==> src/rtl/fb_pkg.sv <==
// Shared geometry defaults and FSM state types for the ping-pong frame buffer controller.
package fb_pkg;

    localparam int IMG_WIDTH_DEF  = 640;
    localparam int IMG_HEIGHT_DEF = 480;
    localparam int DATA_WIDTH_DEF = 8;
    localparam int PIXELS_DEF     = IMG_WIDTH_DEF * IMG_HEIGHT_DEF;
    localparam int PIX_W_DEF      = $clog2(PIXELS_DEF);
    localparam int ADDR_W_DEF     = PIX_W_DEF + 1;
    localparam int DROP_W         = 16;

    typedef enum logic {
        W_IDLE = 1'b0,
        W_FILL = 1'b1
    } writer_state_t;

    typedef enum logic [1:0] {
        R_IDLE  = 2'd0,
        R_SCAN  = 2'd1,
        R_DRAIN = 2'd2
    } reader_state_t;

endpackage

==> src/rtl/fb_pingpong_ctrl_if.sv <==
// Camera, RAM and output-stream signals of the ping-pong controller.
// master = controller side, slave = environment side.
interface fb_pingpong_ctrl_if
    import fb_pkg::*;
#(
    parameter int IMG_WIDTH  = IMG_WIDTH_DEF,
    parameter int IMG_HEIGHT = IMG_HEIGHT_DEF,
    parameter int DATA_WIDTH = DATA_WIDTH_DEF
) ();

    localparam int PIXELS = IMG_WIDTH * IMG_HEIGHT;
    localparam int PIX_W  = $clog2(PIXELS);
    localparam int ADDR_W = PIX_W + 1;
    localparam int HC_W   = $clog2(IMG_WIDTH);
    localparam int VC_W   = $clog2(IMG_HEIGHT);

    logic                  cam_valid;
    logic                  cam_sof;
    logic [DATA_WIDTH-1:0] cam_data;
    logic                  mem_wr_en;
    logic [ADDR_W-1:0]     mem_wr_addr;
    logic [DATA_WIDTH-1:0] mem_wr_data;
    logic                  mem_rd_en;
    logic [ADDR_W-1:0]     mem_rd_addr;
    logic [DATA_WIDTH-1:0] mem_rd_data;
    logic                  rd_start;
    logic                  rd_empty;
    logic                  rd_busy;
    logic                  out_valid;
    logic                  out_ready;
    logic [DATA_WIDTH-1:0] out_data;
    logic [HC_W-1:0]       out_hcount;
    logic [VC_W-1:0]       out_vcount;
    logic                  out_eof;
    logic [DROP_W-1:0]     drop_cnt;

    modport master (
        input  cam_valid, cam_sof, cam_data, mem_rd_data, rd_start, out_ready,
        output mem_wr_en, mem_wr_addr, mem_wr_data, mem_rd_en, mem_rd_addr,
               rd_empty, rd_busy, out_valid, out_data, out_hcount, out_vcount,
               out_eof, drop_cnt
    );

    modport slave (
        output cam_valid, cam_sof, cam_data, mem_rd_data, rd_start, out_ready,
        input  mem_wr_en, mem_wr_addr, mem_wr_data, mem_rd_en, mem_rd_addr,
               rd_empty, rd_busy, out_valid, out_data, out_hcount, out_vcount,
               out_eof, drop_cnt
    );

endinterface

==> src/rtl/fb_scan_counter.sv <==
// Raster scan counter: linear pixel index plus column/row, wrapping to 0 after the last pixel.
// clear and inc together yield index 1 (pixel 0 consumed in the same cycle).
module fb_scan_counter
    import fb_pkg::*;
#(
    parameter int IMG_WIDTH  = IMG_WIDTH_DEF,
    parameter int IMG_HEIGHT = IMG_HEIGHT_DEF,
    localparam int PIXELS    = IMG_WIDTH * IMG_HEIGHT,
    localparam int PIX_W     = $clog2(PIXELS),
    localparam int HC_W      = $clog2(IMG_WIDTH),
    localparam int VC_W      = $clog2(IMG_HEIGHT)
) (
    input  logic             clk,
    input  logic             rst,
    input  logic             clear_i,
    input  logic             inc_i,
    output logic [PIX_W-1:0] idx_o,
    output logic [HC_W-1:0]  hcount_o,
    output logic [VC_W-1:0]  vcount_o,
    output logic             last_o
);

    localparam logic [PIX_W-1:0] LAST_IDX = PIX_W'(PIXELS - 1);
    localparam logic [HC_W-1:0]  LAST_HC  = HC_W'(IMG_WIDTH - 1);

    logic [PIX_W-1:0] idx_q, idx_d, base_idx_s;
    logic [HC_W-1:0]  hc_q, hc_d, base_hc_s;
    logic [VC_W-1:0]  vc_q, vc_d, base_vc_s;

    // Next position: optional clear, then optional advance with line/frame wrap.
    always_comb begin
        if (clear_i) begin
            base_idx_s = '0;
            base_hc_s  = '0;
            base_vc_s  = '0;
        end else begin
            base_idx_s = idx_q;
            base_hc_s  = hc_q;
            base_vc_s  = vc_q;
        end
        if (!inc_i) begin
            idx_d = base_idx_s;
            hc_d  = base_hc_s;
            vc_d  = base_vc_s;
        end else if (base_idx_s == LAST_IDX) begin
            idx_d = '0;
            hc_d  = '0;
            vc_d  = '0;
        end else if (base_hc_s == LAST_HC) begin
            idx_d = base_idx_s + PIX_W'(1);
            hc_d  = '0;
            vc_d  = base_vc_s + VC_W'(1);
        end else begin
            idx_d = base_idx_s + PIX_W'(1);
            hc_d  = base_hc_s + HC_W'(1);
            vc_d  = base_vc_s;
        end
    end

    // Position registers.
    always_ff @(posedge clk) begin
        if (rst) begin
            idx_q <= '0;
            hc_q  <= '0;
            vc_q  <= '0;
        end else begin
            idx_q <= idx_d;
            hc_q  <= hc_d;
            vc_q  <= vc_d;
        end
    end

    assign idx_o    = idx_q;
    assign hcount_o = hc_q;
    assign vcount_o = vc_q;
    assign last_o   = (idx_q == LAST_IDX);

endmodule

==> src/rtl/fb_pingpong_ctrl.sv <==
// Ping-pong frame buffer controller: camera writer and raster reader on opposite RAM banks.
// Define FB_DROP_CNT_EN to build the saturating dropped-frame counter on drop_cnt.
module fb_pingpong_ctrl
    import fb_pkg::*;
#(
    parameter int IMG_WIDTH  = IMG_WIDTH_DEF,
    parameter int IMG_HEIGHT = IMG_HEIGHT_DEF,
    parameter int DATA_WIDTH = DATA_WIDTH_DEF,
    localparam int PIXELS    = IMG_WIDTH * IMG_HEIGHT,
    localparam int PIX_W     = $clog2(PIXELS),
    localparam int HC_W      = $clog2(IMG_WIDTH),
    localparam int VC_W      = $clog2(IMG_HEIGHT)
) (
    input logic                clk,
    input logic                rst,
    fb_pingpong_ctrl_if.master bus
);

    writer_state_t    w_state_q;
    reader_state_t    r_state_q;
    logic             wr_bank_q, rd_bank_q, ready_bank_q, ready_flag_q;
    logic             out_valid_q, out_eof_q, rd_empty_q;
    logic [HC_W-1:0]  out_hcount_q;
    logic [VC_W-1:0]  out_vcount_q;

    logic             sof_hit_s, sel_bank_s, wr_bank_s, wr_fire_s, wr_en_s;
    logic             wr_restart_s, wr_complete_s, wr_overwrite_s, wr_supersede_s;
    logic             rd_take_s, rd_issue_s, rd_en_s, rd_busy_s, drop_evt_s;
    logic [PIX_W-1:0] wr_idx_s, wr_pix_s, rd_idx_s;
    logic [HC_W-1:0]  rd_hc_s, wr_hcount_unused_s;
    logic [VC_W-1:0]  rd_vc_s, wr_vcount_unused_s;
    logic             wr_last_s, rd_last_s;

    fb_scan_counter #(.IMG_WIDTH(IMG_WIDTH), .IMG_HEIGHT(IMG_HEIGHT)) u_wr_cnt (
        .clk(clk), .rst(rst), .clear_i(sof_hit_s), .inc_i(wr_fire_s),
        .idx_o(wr_idx_s), .hcount_o(wr_hcount_unused_s), .vcount_o(wr_vcount_unused_s),
        .last_o(wr_last_s)
    );

    fb_scan_counter #(.IMG_WIDTH(IMG_WIDTH), .IMG_HEIGHT(IMG_HEIGHT)) u_rd_cnt (
        .clk(clk), .rst(rst), .clear_i(rd_take_s), .inc_i(rd_issue_s),
        .idx_o(rd_idx_s), .hcount_o(rd_hc_s), .vcount_o(rd_vc_s), .last_o(rd_last_s)
    );

    assign rd_busy_s = (r_state_q != R_IDLE);

    // Bank selection and write/read/drop event decode.
    always_comb begin
        sof_hit_s = bus.cam_valid && bus.cam_sof;
        if (rd_busy_s) begin
            sel_bank_s = ~rd_bank_q;
        end else if (ready_flag_q) begin
            sel_bank_s = ~ready_bank_q;
        end else begin
            sel_bank_s = wr_bank_q;
        end
        if (w_state_q == W_IDLE) begin
            wr_fire_s = sof_hit_s;
            wr_bank_s = sel_bank_s;
        end else begin
            wr_fire_s = bus.cam_valid;
            wr_bank_s = wr_bank_q;
        end
        wr_pix_s       = sof_hit_s ? '0 : wr_idx_s;
        wr_restart_s   = (w_state_q == W_FILL) && sof_hit_s;
        wr_complete_s  = (w_state_q == W_FILL) && bus.cam_valid && !bus.cam_sof && wr_last_s;
        wr_overwrite_s = (w_state_q == W_IDLE) && sof_hit_s && ready_flag_q
                         && (sel_bank_s == ready_bank_q);
        rd_take_s      = (r_state_q == R_IDLE) && bus.rd_start && ready_flag_q;
        // A completion racing a start is not a drop: the reader takes the older frame.
        wr_supersede_s = wr_complete_s && ready_flag_q && !rd_take_s;
        drop_evt_s     = wr_restart_s || wr_overwrite_s || wr_supersede_s;
        rd_issue_s     = (r_state_q == R_SCAN) && (!out_valid_q || bus.out_ready);
    end

    // Writer FSM and the ready-frame hand-off flag.
    always_ff @(posedge clk) begin
        if (rst) begin
            w_state_q    <= W_IDLE;
            wr_bank_q    <= 1'b0;
            ready_bank_q <= 1'b0;
            ready_flag_q <= 1'b0;
        end else begin
            case (w_state_q)
                W_IDLE: begin
                    if (sof_hit_s) begin
                        wr_bank_q <= sel_bank_s;
                        w_state_q <= W_FILL;
                    end
                end
                W_FILL: begin
                    if (wr_complete_s) begin
                        w_state_q <= W_IDLE;
                    end
                end
                default: w_state_q <= W_IDLE;
            endcase
            if (wr_complete_s) begin
                ready_bank_q <= wr_bank_q;
                ready_flag_q <= 1'b1;
            end else if (rd_take_s || wr_overwrite_s) begin
                ready_flag_q <= 1'b0;
            end
        end
    end

    // Reader FSM; position/eof register with each issue so they line up with RAM data.
    always_ff @(posedge clk) begin
        if (rst) begin
            r_state_q    <= R_IDLE;
            rd_bank_q    <= 1'b0;
            rd_empty_q   <= 1'b0;
            out_valid_q  <= 1'b0;
            out_eof_q    <= 1'b0;
            out_hcount_q <= '0;
            out_vcount_q <= '0;
        end else begin
            rd_empty_q <= 1'b0;
            case (r_state_q)
                R_IDLE: begin
                    if (bus.rd_start) begin
                        if (ready_flag_q) begin
                            rd_bank_q <= ready_bank_q;
                            r_state_q <= R_SCAN;
                        end else begin
                            rd_empty_q <= 1'b1;
                        end
                    end
                end
                R_SCAN: begin
                    if (rd_issue_s) begin
                        out_valid_q  <= 1'b1;
                        out_hcount_q <= rd_hc_s;
                        out_vcount_q <= rd_vc_s;
                        out_eof_q    <= rd_last_s;
                        if (rd_last_s) begin
                            r_state_q <= R_DRAIN;
                        end
                    end
                end
                R_DRAIN: begin
                    if (out_valid_q && bus.out_ready) begin
                        out_valid_q  <= 1'b0;
                        out_eof_q    <= 1'b0;
                        out_hcount_q <= '0;
                        out_vcount_q <= '0;
                        r_state_q    <= R_IDLE;
                    end
                end
                default: r_state_q <= R_IDLE;
            endcase
        end
    end

    assign wr_en_s         = wr_fire_s && !rst;
    assign rd_en_s         = rd_issue_s && !rst;
    assign bus.mem_wr_en   = wr_en_s;
    assign bus.mem_wr_addr = wr_en_s ? {wr_bank_s, wr_pix_s} : '0;
    assign bus.mem_wr_data = wr_en_s ? bus.cam_data : '0;
    assign bus.mem_rd_en   = rd_en_s;
    assign bus.mem_rd_addr = rd_en_s ? {rd_bank_q, rd_idx_s} : '0;
    assign bus.rd_empty    = rd_empty_q;
    assign bus.rd_busy     = rd_busy_s;
    assign bus.out_valid   = out_valid_q;
    assign bus.out_data    = out_valid_q ? bus.mem_rd_data : '0;
    assign bus.out_hcount  = out_hcount_q;
    assign bus.out_vcount  = out_vcount_q;
    assign bus.out_eof     = out_eof_q;

`ifdef FB_DROP_CNT_EN
    logic [DROP_W-1:0] drop_cnt_q;

    // Saturating dropped-frame counter; at most one drop event exists per cycle.
    always_ff @(posedge clk) begin
        if (rst) begin
            drop_cnt_q <= '0;
        end else if (drop_evt_s && (drop_cnt_q != 16'hFFFF)) begin
            drop_cnt_q <= drop_cnt_q + 16'd1;
        end else begin
            drop_cnt_q <= drop_cnt_q;
        end
    end

    assign bus.drop_cnt = drop_cnt_q;
`else
    logic drop_evt_unused_s;
    assign drop_evt_unused_s = drop_evt_s;
    assign bus.drop_cnt      = 16'h0000;
`endif

endmodule

==> src/flat_wrapper.sv <==
// flat-port wrapper written by rule: the top's interface ports become plain ports
module fb_pingpong_ctrl_flat import fb_pkg::*;
#(
    parameter int IMG_WIDTH  = IMG_WIDTH_DEF,
    parameter int IMG_HEIGHT = IMG_HEIGHT_DEF,
    parameter int DATA_WIDTH = DATA_WIDTH_DEF,
    localparam int PIXELS    = IMG_WIDTH * IMG_HEIGHT,
    localparam int PIX_W     = $clog2(PIXELS),
    localparam int HC_W      = $clog2(IMG_WIDTH),
    localparam int VC_W      = $clog2(IMG_HEIGHT)
)
  (clk, rst, bus_cam_valid, bus_cam_sof, bus_cam_data, bus_mem_rd_data, bus_rd_start, bus_out_ready, bus_mem_wr_en, bus_mem_wr_addr, bus_mem_wr_data, bus_mem_rd_en, bus_mem_rd_addr, bus_rd_empty, bus_rd_busy, bus_out_valid, bus_out_data, bus_out_hcount, bus_out_vcount, bus_out_eof, bus_drop_cnt);
  fb_pingpong_ctrl_if #(.IMG_WIDTH(IMG_WIDTH), .IMG_HEIGHT(IMG_HEIGHT), .DATA_WIDTH(DATA_WIDTH)) bus_i ();
  input logic clk;
  input logic rst;
  input wire logic [$bits(bus_i.cam_valid)-1:0] bus_cam_valid;
  input wire logic [$bits(bus_i.cam_sof)-1:0] bus_cam_sof;
  input wire logic [$bits(bus_i.cam_data)-1:0] bus_cam_data;
  input wire logic [$bits(bus_i.mem_rd_data)-1:0] bus_mem_rd_data;
  input wire logic [$bits(bus_i.rd_start)-1:0] bus_rd_start;
  input wire logic [$bits(bus_i.out_ready)-1:0] bus_out_ready;
  output wire logic [$bits(bus_i.mem_wr_en)-1:0] bus_mem_wr_en;
  output wire logic [$bits(bus_i.mem_wr_addr)-1:0] bus_mem_wr_addr;
  output wire logic [$bits(bus_i.mem_wr_data)-1:0] bus_mem_wr_data;
  output wire logic [$bits(bus_i.mem_rd_en)-1:0] bus_mem_rd_en;
  output wire logic [$bits(bus_i.mem_rd_addr)-1:0] bus_mem_rd_addr;
  output wire logic [$bits(bus_i.rd_empty)-1:0] bus_rd_empty;
  output wire logic [$bits(bus_i.rd_busy)-1:0] bus_rd_busy;
  output wire logic [$bits(bus_i.out_valid)-1:0] bus_out_valid;
  output wire logic [$bits(bus_i.out_data)-1:0] bus_out_data;
  output wire logic [$bits(bus_i.out_hcount)-1:0] bus_out_hcount;
  output wire logic [$bits(bus_i.out_vcount)-1:0] bus_out_vcount;
  output wire logic [$bits(bus_i.out_eof)-1:0] bus_out_eof;
  output wire logic [$bits(bus_i.drop_cnt)-1:0] bus_drop_cnt;
  assign bus_i.cam_valid = bus_cam_valid;
  assign bus_i.cam_sof = bus_cam_sof;
  assign bus_i.cam_data = bus_cam_data;
  assign bus_i.mem_rd_data = bus_mem_rd_data;
  assign bus_i.rd_start = bus_rd_start;
  assign bus_i.out_ready = bus_out_ready;
  assign bus_mem_wr_en = bus_i.mem_wr_en;
  assign bus_mem_wr_addr = bus_i.mem_wr_addr;
  assign bus_mem_wr_data = bus_i.mem_wr_data;
  assign bus_mem_rd_en = bus_i.mem_rd_en;
  assign bus_mem_rd_addr = bus_i.mem_rd_addr;
  assign bus_rd_empty = bus_i.rd_empty;
  assign bus_rd_busy = bus_i.rd_busy;
  assign bus_out_valid = bus_i.out_valid;
  assign bus_out_data = bus_i.out_data;
  assign bus_out_hcount = bus_i.out_hcount;
  assign bus_out_vcount = bus_i.out_vcount;
  assign bus_out_eof = bus_i.out_eof;
  assign bus_drop_cnt = bus_i.drop_cnt;
  fb_pingpong_ctrl #(.IMG_WIDTH(IMG_WIDTH), .IMG_HEIGHT(IMG_HEIGHT), .DATA_WIDTH(DATA_WIDTH)) u_core (.clk(clk), .rst(rst), .bus(bus_i));
endmodule
==> config.mk <==
export PLATFORM = sky130hd
export DESIGN_NAME = fb_pingpong_ctrl_flat
export DESIGN_NICKNAME = d
export VERILOG_FILES = /design/src/rtl/fb_pkg.sv /design/src/rtl/fb_pingpong_ctrl_if.sv /design/src/rtl/fb_scan_counter.sv /design/src/rtl/fb_pingpong_ctrl.sv /design/src/flat_wrapper.sv
export SDC_FILE = /design/constraint.sdc
export NUM_CORES = 1
export LEC_CHECK = 0
export BUFFER_PORTS_ARGS = -buffer_cell sky130_fd_sc_hd__buf_2
export CAP_MARGIN = 0
export CORE_UTILIZATION = 35
export CTS_BUF_LIST = sky130_fd_sc_hd__clkbuf_2 sky130_fd_sc_hd__clkbuf_4 sky130_fd_sc_hd__clkbuf_8
export DETAILED_ROUTE_END_ITERATION = 10
export PLACE_DENSITY = 0.66
export SLEW_MARGIN = 20
export SYNTH_ARGS = -nofsm -noshare
export SYNTH_HDL_FRONTEND = slang
export SYNTH_HIERARCHICAL = 1
export SYNTH_SLANG_ARGS = --single-unit
==> constraint.sdc <==
create_clock -name clk -period 6.5 [get_ports clk]
set_clock_uncertainty 0.05 [all_clocks]
set_input_delay 1.3 -clock clk [delete_from_list [all_inputs] [get_ports clk]]
set_output_delay 1.3 -clock clk [all_outputs]
set_load 0.005 [all_outputs]
# == After elaboration in Yosys (flattened, before gate mapping) ==
# Index checks and enable logic that the tools add are counted.
# classes
bitwise,5
muxes,45
n_reduce_logical,27
n_addsub,4
n_eq_ne,13
# op_table
cell,count
$mux W19,6
$eq A19 B19 Y1 const B,4
$mux W10,6
$mux W9,6
$mux W20,2
$add A19 B1 Y19 const B,2
$pmux W10 S2,1
$pmux W9 S2,1
$mux W8,2
$logic_and A1 B1 Y1,13
$mux W1,12
$add A10 B1 Y10 const B,1
$eq A10 B10 Y1 const B,1
$mux W2,5
$add A9 B1 Y9 const B,1
$ne A2 B1 Y1 const B,4
$pmux W1 S2,3
$pmux W2 S3,1
$reduce_and A3 Y1,2
$reduce_bool A2 Y1,3
$not A1 Y1,5
$reduce_and A5 Y1,1
$logic_not A1 Y1,3
$reduce_or A3 Y1,1
7 further kinds,8
# totals
input_bits,22
reg_bits,86
output_inout_bits,97
word_cells,109

# == Logic depth before layout (Yosys ltp) ==
# Gate-level depths: netlist of run 1.
# logic_depth
ltp_word,8
ltp_mapped,14
mapped_depth_nobuf,9

# == Modules after synthesis ==
# Netlist of run 1, hierarchy kept.
# by_module_without_submodules
mod,seq_area_each_um2,cells_each,area_each_um2,n_inst
fb_scan_counter,760.7,227,1985.7,2
fb_pingpong_ctrl,580.6,205,1687.9,1

# == Worst setup path before layout of run 1 ==
# Ideal clock, no wire load.
# synth_timing
path_kind,input-to-reg
start,input port bus_rd_start
end,"register u_core.u_rd_cnt.idx_q[10], in the netlist u_core/u_rd_cnt/idx_o[10]"
required_ns,6.386
slack_ns,2.876
t_arrival_ns,3.510
setup_time_ns,0.064
path_buffers,4
path_stages,12
path_cell_list,and3_1 > clkbuf_1 > clkbuf_1 > nor2b_1 > ha_1 > nand3_1 > nor2_1 > and2_1 > buf_6 > a211o_4 > buf_6 > nor2_1
# synth_via
elab_chain_cells,6
elab_cells_between_ends,7
cone_classes,add/sub: 1; eq/ne: 1; mux: 3; reduce/logical: 2
# synth_rtl
element,line_no,rtl
start: declaration,flat_wrapper.sv:20,input wire logic [$bits(bus_i.rd_start)-1:0] bus_rd_start;
$logic_and A1 B1 Y1 * (2 in series),fb_pingpong_ctrl.sv:69,rd_take_s = (r_state_q == R_IDLE) && bus.rd_start && ready_flag_q;
$mux W19 *,fb_scan_counter.sv:32,if (clear_i) begin
$add A19 B1 Y19 or $eq A19 B19 Y1 (tied branches),"fb_scan_counter.sv:50, fb_scan_counter.sv:54, fb_scan_counter.sv:45",
$mux W19,fb_scan_counter.sv:45,end else if (base_idx_s == LAST_IDX) begin
$mux W19 *,fb_scan_counter.sv:41,if (!inc_i) begin
end signal: assignment,fb_scan_counter.sv:67,idx_q <= idx_d;
end: declaration,fb_scan_counter.sv:26,"logic [PIX_W-1:0] idx_q, idx_d, base_idx_s;"
# Every way passes the cells marked *; elsewhere a longest branch is shown, timed or not.
# A chain may end at the register's enable or synchronous reset.

# == Final worst setup path of run 1 ==
# layout_timing
start,input port bus_out_ready
end,output port bus_mem_rd_addr[2]
# layout_via
elab_chain_cells,4
# layout_rtl
element,line_no,rtl
start: declaration,flat_wrapper.sv:21,input wire logic [$bits(bus_i.out_ready)-1:0] bus_out_ready;
$logic_or A1 B1 Y1,fb_pingpong_ctrl.sv:73,rd_issue_s = (r_state_q == R_SCAN) && (!out_valid_q || bus.out_ready);
$logic_and A1 B1 Y1,fb_pingpong_ctrl.sv:73,
$logic_and A1 B1 Y1,fb_pingpong_ctrl.sv:156,assign rd_en_s = rd_issue_s && !rst;
$mux W20,fb_pingpong_ctrl.sv:161,"assign bus.mem_rd_addr = rd_en_s ? {rd_bank_q, rd_idx_s} : '0;"
end: declaration,flat_wrapper.sv:26,output wire logic [$bits(bus_i.mem_rd_addr)-1:0] bus_mem_rd_addr;
# Every way passes these cells.

==> results.md, run 1 <==
- CTS Hold Bufs: 0
- First-pass GRT wire length: around 18000 um
- Max Fclk: roughly 0.24 GHz
- Metal3 WL: around 550 um
- CTS sink count: 86
- Vias in the first global route: around 3700
- Via count: between 3000 and 4000
- Die width: about 120 um
- Status: completed
- Vias per cell: between 4 and 5
- WL final: ~11000 um
- Part of the power in the clock network: 40.3%
- Rows: about 40
- Gr ovfl total: 0
- Core Area: between 10000 and 15000 um^2
- Largest net degree at the start of global routing: 47
- Post-route minimum period: approximately 4.1 ns
- Synth Area per Inst: 8.57 um^2
- Top-Level Pins: 119
- Area Overhead vs Synth: 14.9%
- Peak supply drop: 0.000110 V
- Area after DPL: around 5200 um^2
- Sequential power share: ~56%
- Post-Layout Cell Count: between 800 and 900
- Wire per inst: roughly 13 um
- Initial antenna violation count: 0
- Post-Synthesis Cells: 546
- CP Capture Type: output port
- Post_cts resized: 0
- Worst EP required: 5.15 ns
- GPL Wtd Cong: around 0.84
- Crit path max fanout: 21
- Post-Route Setup TNS: 0 ns
- Initial Utilization: 36.5%
- Die Area: 13800 um^2
- Root Buffer: clkbuf_8
- Final ANT Viol Nets: 0
- Min-Delay Path Class: register to register
- Die Y: ~120 um
- Worst slew pin tran: 1.03 ns
- RSZ-0062 raised after global routing: no
- Comb power frac: between 3 and 4%
- Met2 WL post-DR: roughly 5200 um
- Cells after DPL: 790
- DRC Markers: 0
- Pins over their slew limit: 0
- Pwr Density: about 180 nW/um^2
- Slew HR: between 30% and 40%
- M1 WL: 4840 um
- Ratio of cells with drive above 1 in the final layout: 22.3%
- Fin. Hold Viols: 0
- CTS buffer count: 9
- Final Instance Area: between 5000 and 6000 um^2
- Internal power: ~0.74 mW
- Post-CTS setup buffer count: 0
- DR iter-0 viols: roughly 160
- Leak Pwr: between 2 and 2.5 nW
- Worst Setup Path Type: input pin to output port
- Later-pin clock latency in the skew report: ~0.36 ns
- Clock-pin slew on the worst setup and hold paths: ~0.08 ns
- IO buf count: 102
- Post-DP HPWL: between 7000 and 8000 um
- Mapped Area: 4680 um^2
- TritonCTS clock tree: built
- Sw power: about 0.21 mW
- H-Tree Depth: 3
- Sw Ratio: roughly 22%
- DRT Pass-1 Iters: 4
- Endpoints failing setup: 0
- Startpoint types: input pin
- Total of max-cap violations: 0
- Arr. time, crit path: ~2.8 ns
- Synth warnings: 6
- GRT Overall Usage: ~15%
- Clock buffer depth: 2
- DR top layer: met4
- Nets: around 660
- Antenna fix cells: 0
- Final worst-path cycle share: 63.0%
## cell usage in the layout (no fill, tap or decap), types with 3 or more instances in the layout
| master | instances |
|---|---|
| nand3_1 | 17 |
| xnor2_1 | 26 |
| nand4b_1 | 3 |
| conb_1 | 16 |
| and2_1 | 62 |
| nand3b_1 | 3 |
| nor3_1 | 9 |
| or2_2 | 3 |
| a2bb2oi_1 | 4 |
| nor2_1 | 95 |
| buf_2 | 102 |
| mux2i_1 | 7 |
| inv_1 | 10 |
| nor2b_1 | 12 |
| buf_4 | 3 |
| nand4bb_1 | 5 |
| dfxtp_1 | 86 |
| clkbuf_8 | 10 |
| a21oi_1 | 3 |
| xor2_1 | 23 |
| nand2b_1 | 14 |
| ha_1 | 4 |
| and3_1 | 10 |
| nand4_1 | 20 |
| a32oi_1 | 19 |
| nand2_1 | 20 |
## sequential cells by signal (all words and copies together) (netlist names), 2 cells and up
register                  count
u_core/bus.out_vcount         9
u_core/u_rd_cnt/hcount_o     10
u_core/u_wr_cnt/idx_o        19
u_core/r_state_q              2
u_core/u_rd_cnt/vcount_o      9
u_core/bus.out_hcount        10
u_core/u_rd_cnt/idx_o        19
## layer usage
layer  vias up  track usage, %
met3         9            4.75
li1       1992               -
met1      1845            18.9
met5         -               0
met2       106            26.1
met4         0            3.93
## stage by stage
| step | total power [mW] | setup slack, ns | hold slack, ns | util (%) |
|---|---|---|---|---|
| after floorplan | 0.574 | 2.88 | 0.420 | - |
| after global placement | 0.577 | 2.17 | 0.420 | 40.4 |
| after detailed placement | 0.578 | 2.07 | 0.425 | 40.4 |
| after CTS | 0.962 | 2.07 | 0.448 | 41.9 |
| after global routing | 0.986 | 2.24 | 0.476 | 41.9 |
| final | 0.947 | 2.40 | 0.437 | 41.9 |
## power groups by stage
stage	clock network [mW]	registers [mW]	logic, mW
final	0.381	0.529	0.0360
after global routing	0.417	0.530	0.0399
after CTS	0.396	0.529	0.0361
after detailed placement	0	0.542	0.0360
after global placement	0	0.542	0.0349
after floorplan	0	0.541	0.0326
## critical path, stage by stage
cell	delay, ns
buf_2	0.11
nand2b_1	0.16
nand3_1	0.18
nor2_2	0.65
and2_1	0.23
buf_2	0.11
## final timing paths
| check | startpoint | to | slack (ns) | depth (start not counted) |
|---|---|---|---|---|
| max | bus_out_ready | bus_mem_rd_addr[2] | 2.40 | 6 |
| min | u_core/bus.out_hcount[3]$_SDFFE_PP0P_ | u_core/bus.out_hcount[3]$_SDFFE_PP0P_ | 0.44 | 2 |
| max reg2reg | u_core/r_state_q[0]$_SDFFE_PP0P_ | u_core/u_rd_cnt/vcount_o[5]$_SDFF_PP0_ | 3.09 | 10 |
| min reg2reg | u_core/bus.out_hcount[3]$_SDFFE_PP0P_ | u_core/bus.out_hcount[3]$_SDFFE_PP0P_ | 0.44 | 2 |
## area by class of cell
type,instances,area [um^2]
fillers,1303,7450
flip-flops and latches,86,1720
clock buffers,12,153
repair buffers,105,533
multi-input cells,416,2670
well taps,172,215
clock inverters,3,45.0
inverters,11,41.3
Power figures use the tool's default switching activity.
==> run 2: changes to the inputs <==
clock period = 3.85 ns   (was 6.5 ns; I/O delays follow)
==> run 2 against run 1 <==
Effect of this change:
- cell count is 0.50% higher
- sequential power rose by 69%
- routed wire length fell by 1.5%
- die area did not move
- critical path type is now register to register
- first-iteration DRC count is 17% higher
- largest cell class unchanged
- register-to-register slack worse by 2.2 ns
- utilization grew 0.60 points
- combinational power increased by 69%
- highest routed layer unchanged
- cell area up 1.4%
- largest power group unchanged
- setup slack worse by 1.5 ns
- via count decreased by 0.86%
- total power rose by 85%
==> results.md, run 2 (same netlist as run 1, synthesis figures left out) <==
- Area Overhead vs Synth: 16.5%
- Terminus of the critical flop-to-flop path: u_core/u_rd_cnt/hcount_o[4]$_SDFF_PP0_
- Worst R2R Path Depth: 8
- Tot Pwr: roughly 1.7 mW
- Pre-CTS setup slack: ~0.71 ns
- Pwr Density: around 320 nW/um^2
- Min-Delay Path Class: register to register
- Via count: around 3900
- Total of max-cap violations: 0
- Filler instances: about 1300
- Crit path max fanout: 18
- Wire per inst: roughly 13 um
- Endpoints failing setup: 0
- Post-Layout Cell Count: a little over 800
- Post-DP HPWL: between 7000 and 8000 um
- Ratio of cells with drive above 1 in the final layout: 22.6%
- Initial antenna violation count: 0
- Core Area: 12800 um^2
- Internal power: about 1.4 mW
- WL final: around 11000 um
- Critical path origin: u_core/r_state_q[1]$_SDFFE_PP0P_
- Initial Utilization: a little over a third
- Die width: around 120 um
- CTS Hold Bufs: 0
- Clock-pin slew on the worst setup and hold paths: 0.10 ns
- Largest net degree at the start of global routing: 29
- Critical Path End: u_core/u_rd_cnt/hcount_o[4]$_SDFF_PP0_
- DR iter-0 viols: 190
- Antenna fix cells: 0
- Startpoint types: register
- Final setup margin: 0.901 ns
- Post_cts resized: 0
- Sequential power share: between 50% and 60%
- Final ANT Viol Nets: 0
- Sw Ratio: a little over a fifth
- Origin of the critical flop-to-flop path: u_core/r_state_q[1]$_SDFFE_PP0P_
- Arr. time, crit path: between 3 and 4 ns
- Post-route minimum period: 2.95 ns
- Commonest non-fill, non-tap cell in the layout: buf_2
- Fin. Hold Viols: 0
- Clock buffer depth: 2
- CP Capture Type: register
- Gr ovfl total: 0
- First-pass GRT wire length: between 15000 and 20000 um
- DRT Pass-1 Iters: 4
- GRT Overall Usage: 15.6%
- Area of the multi-input gates: 2670 um^2
- H-Tree Depth: 3
- Final worst-path cycle share: approximately 77%
- Status: completed
- Sw power: about 0.38 mW
- CTS buffer count: 9
- Slew HR: around half
- Vias in the first global route: approximately 3800
- Top-Level Pins: about 120
- TritonCTS clock tree: built
- Cells after DPL: slightly below 800
- Die Y: 118 um
- Leak Pwr: 2.33 nW
- Max Fclk: around 0.34 GHz
- RSZ-0062 raised after global routing: no
- R2r setup slk: approximately 0.90 ns
- Post-CTS setup buffer count: 0
- Reg area: between 1500 and 2000 um^2
- Worst EP required: 4.10 ns
- Part of the power in the clock network: between 40 and 50%
- Worst slew pin tran: 0.742 ns
- Highest-count cells in the layout ignoring fill and taps: buf_2 (102), nor2_1 (96), dfxtp_1 (86), and2_1 (62), xnor2_1 (26)
- CTS sink count: 86
- Vias per cell: roughly 4.8
- Nets: 658
- Root Buffer: clkbuf_8
- DRC Markers: 0
- Die Area: ~14000 um^2
- IO buf count: just over 100
- Post-Route Setup TNS: 0 ns
- Pins over their slew limit: 0
- Later-pin clock latency in the skew report: ~0.37 ns
- Worst Setup Path Type: register to register
- GPL Wtd Cong: about 0.93
- Post-layout util: between 40% and 50%
- Worst Hold Launch: u_core/bus.out_hcount[1]$_SDFFE_PP0P_
- Rows: 41
- Comb power frac: between 3 and 4%
- Peak supply drop: 0.000248 V
-- run 2: changes by cell type in the layout (fill, tap and decap cells not counted), sizes merged --
cell / change
clkbuf: -2
clkinvlp: -2
bufinv: +2
inv: +1
clkinv: +2
buf: +3
-- run 2: layer usage --
layer  track usage, %  share of wire, %
met1             18.6                46
met2             27.2                49
met3             3.78               4.3
met4             5.21               1.5
met5                0                 0
-- run 2: cell type report --
class	instances	area share, %
clock buffer	10	2.52
tap	172	3.95
multi-input combinational	416	48.9
sequential	86	31.6
clock inverter	6	2.13
timing repair buffer	108	10.2
inverter	11	0.757
-- run 2: worst max-delay path: stages (launching register included) --
cell,delay [ns]
dfxtp_1,0.38
nor2_2,0.22
and3_1,0.66
nor2b_1,0.17
ha_1,0.28
nand2_1,0.09
and4bb_1,0.34
or4_4,0.57
nor2_1,0.12
-- run 2: power by group through the flow --
| stage | Clock, mW | Sequential [mW] | Combinational, mW |
|---|---|---|---|
| 2_1_floorplan | 0 | 0.914 | 0.0550 |
| 3_3_place_gp | 0 | 0.914 | 0.0592 |
| 3_5_place_dp | 0 | 0.915 | 0.0613 |
| 4_1_cts | 0.815 | 0.894 | 0.0614 |
| 5_1_grt | 0.851 | 0.894 | 0.0683 |
| 6_report | 0.794 | 0.894 | 0.0608 |
-- run 2: how the worst min path moves through the flow --
stage | endpoint | cells after the start
after detailed placement | u_core/bus.out_hcount[8]$_SDFFE_PP0P_ | 2
after global routing | u_core/bus.out_vcount[7]$_SDFFE_PP0P_ | 2
final | u_core/bus.out_hcount[1]$_SDFFE_PP0P_ | 2
after CTS | u_core/bus.out_hcount[1]$_SDFFE_PP0P_ | 2
after global placement | u_core/bus.out_vcount[7]$_SDFFE_PP0P_ | 2
after floorplan | u_core/bus.rd_empty$_SDFF_PP0_ | 1
-- run 2: metrics by stage --
| step | hold slack, ns | area (um^2) |
|---|---|---|
| 4_1_cts | 0.449 | 5450 |
| 3_5_place_dp | 0.421 | 5200 |
| 3_3_place_gp | 0.424 | 5200 |
| 2_1_floorplan | 0.420 | 4740 |
| 6_report | 0.447 | 5450 |
| 5_1_grt | 0.484 | 5450 |
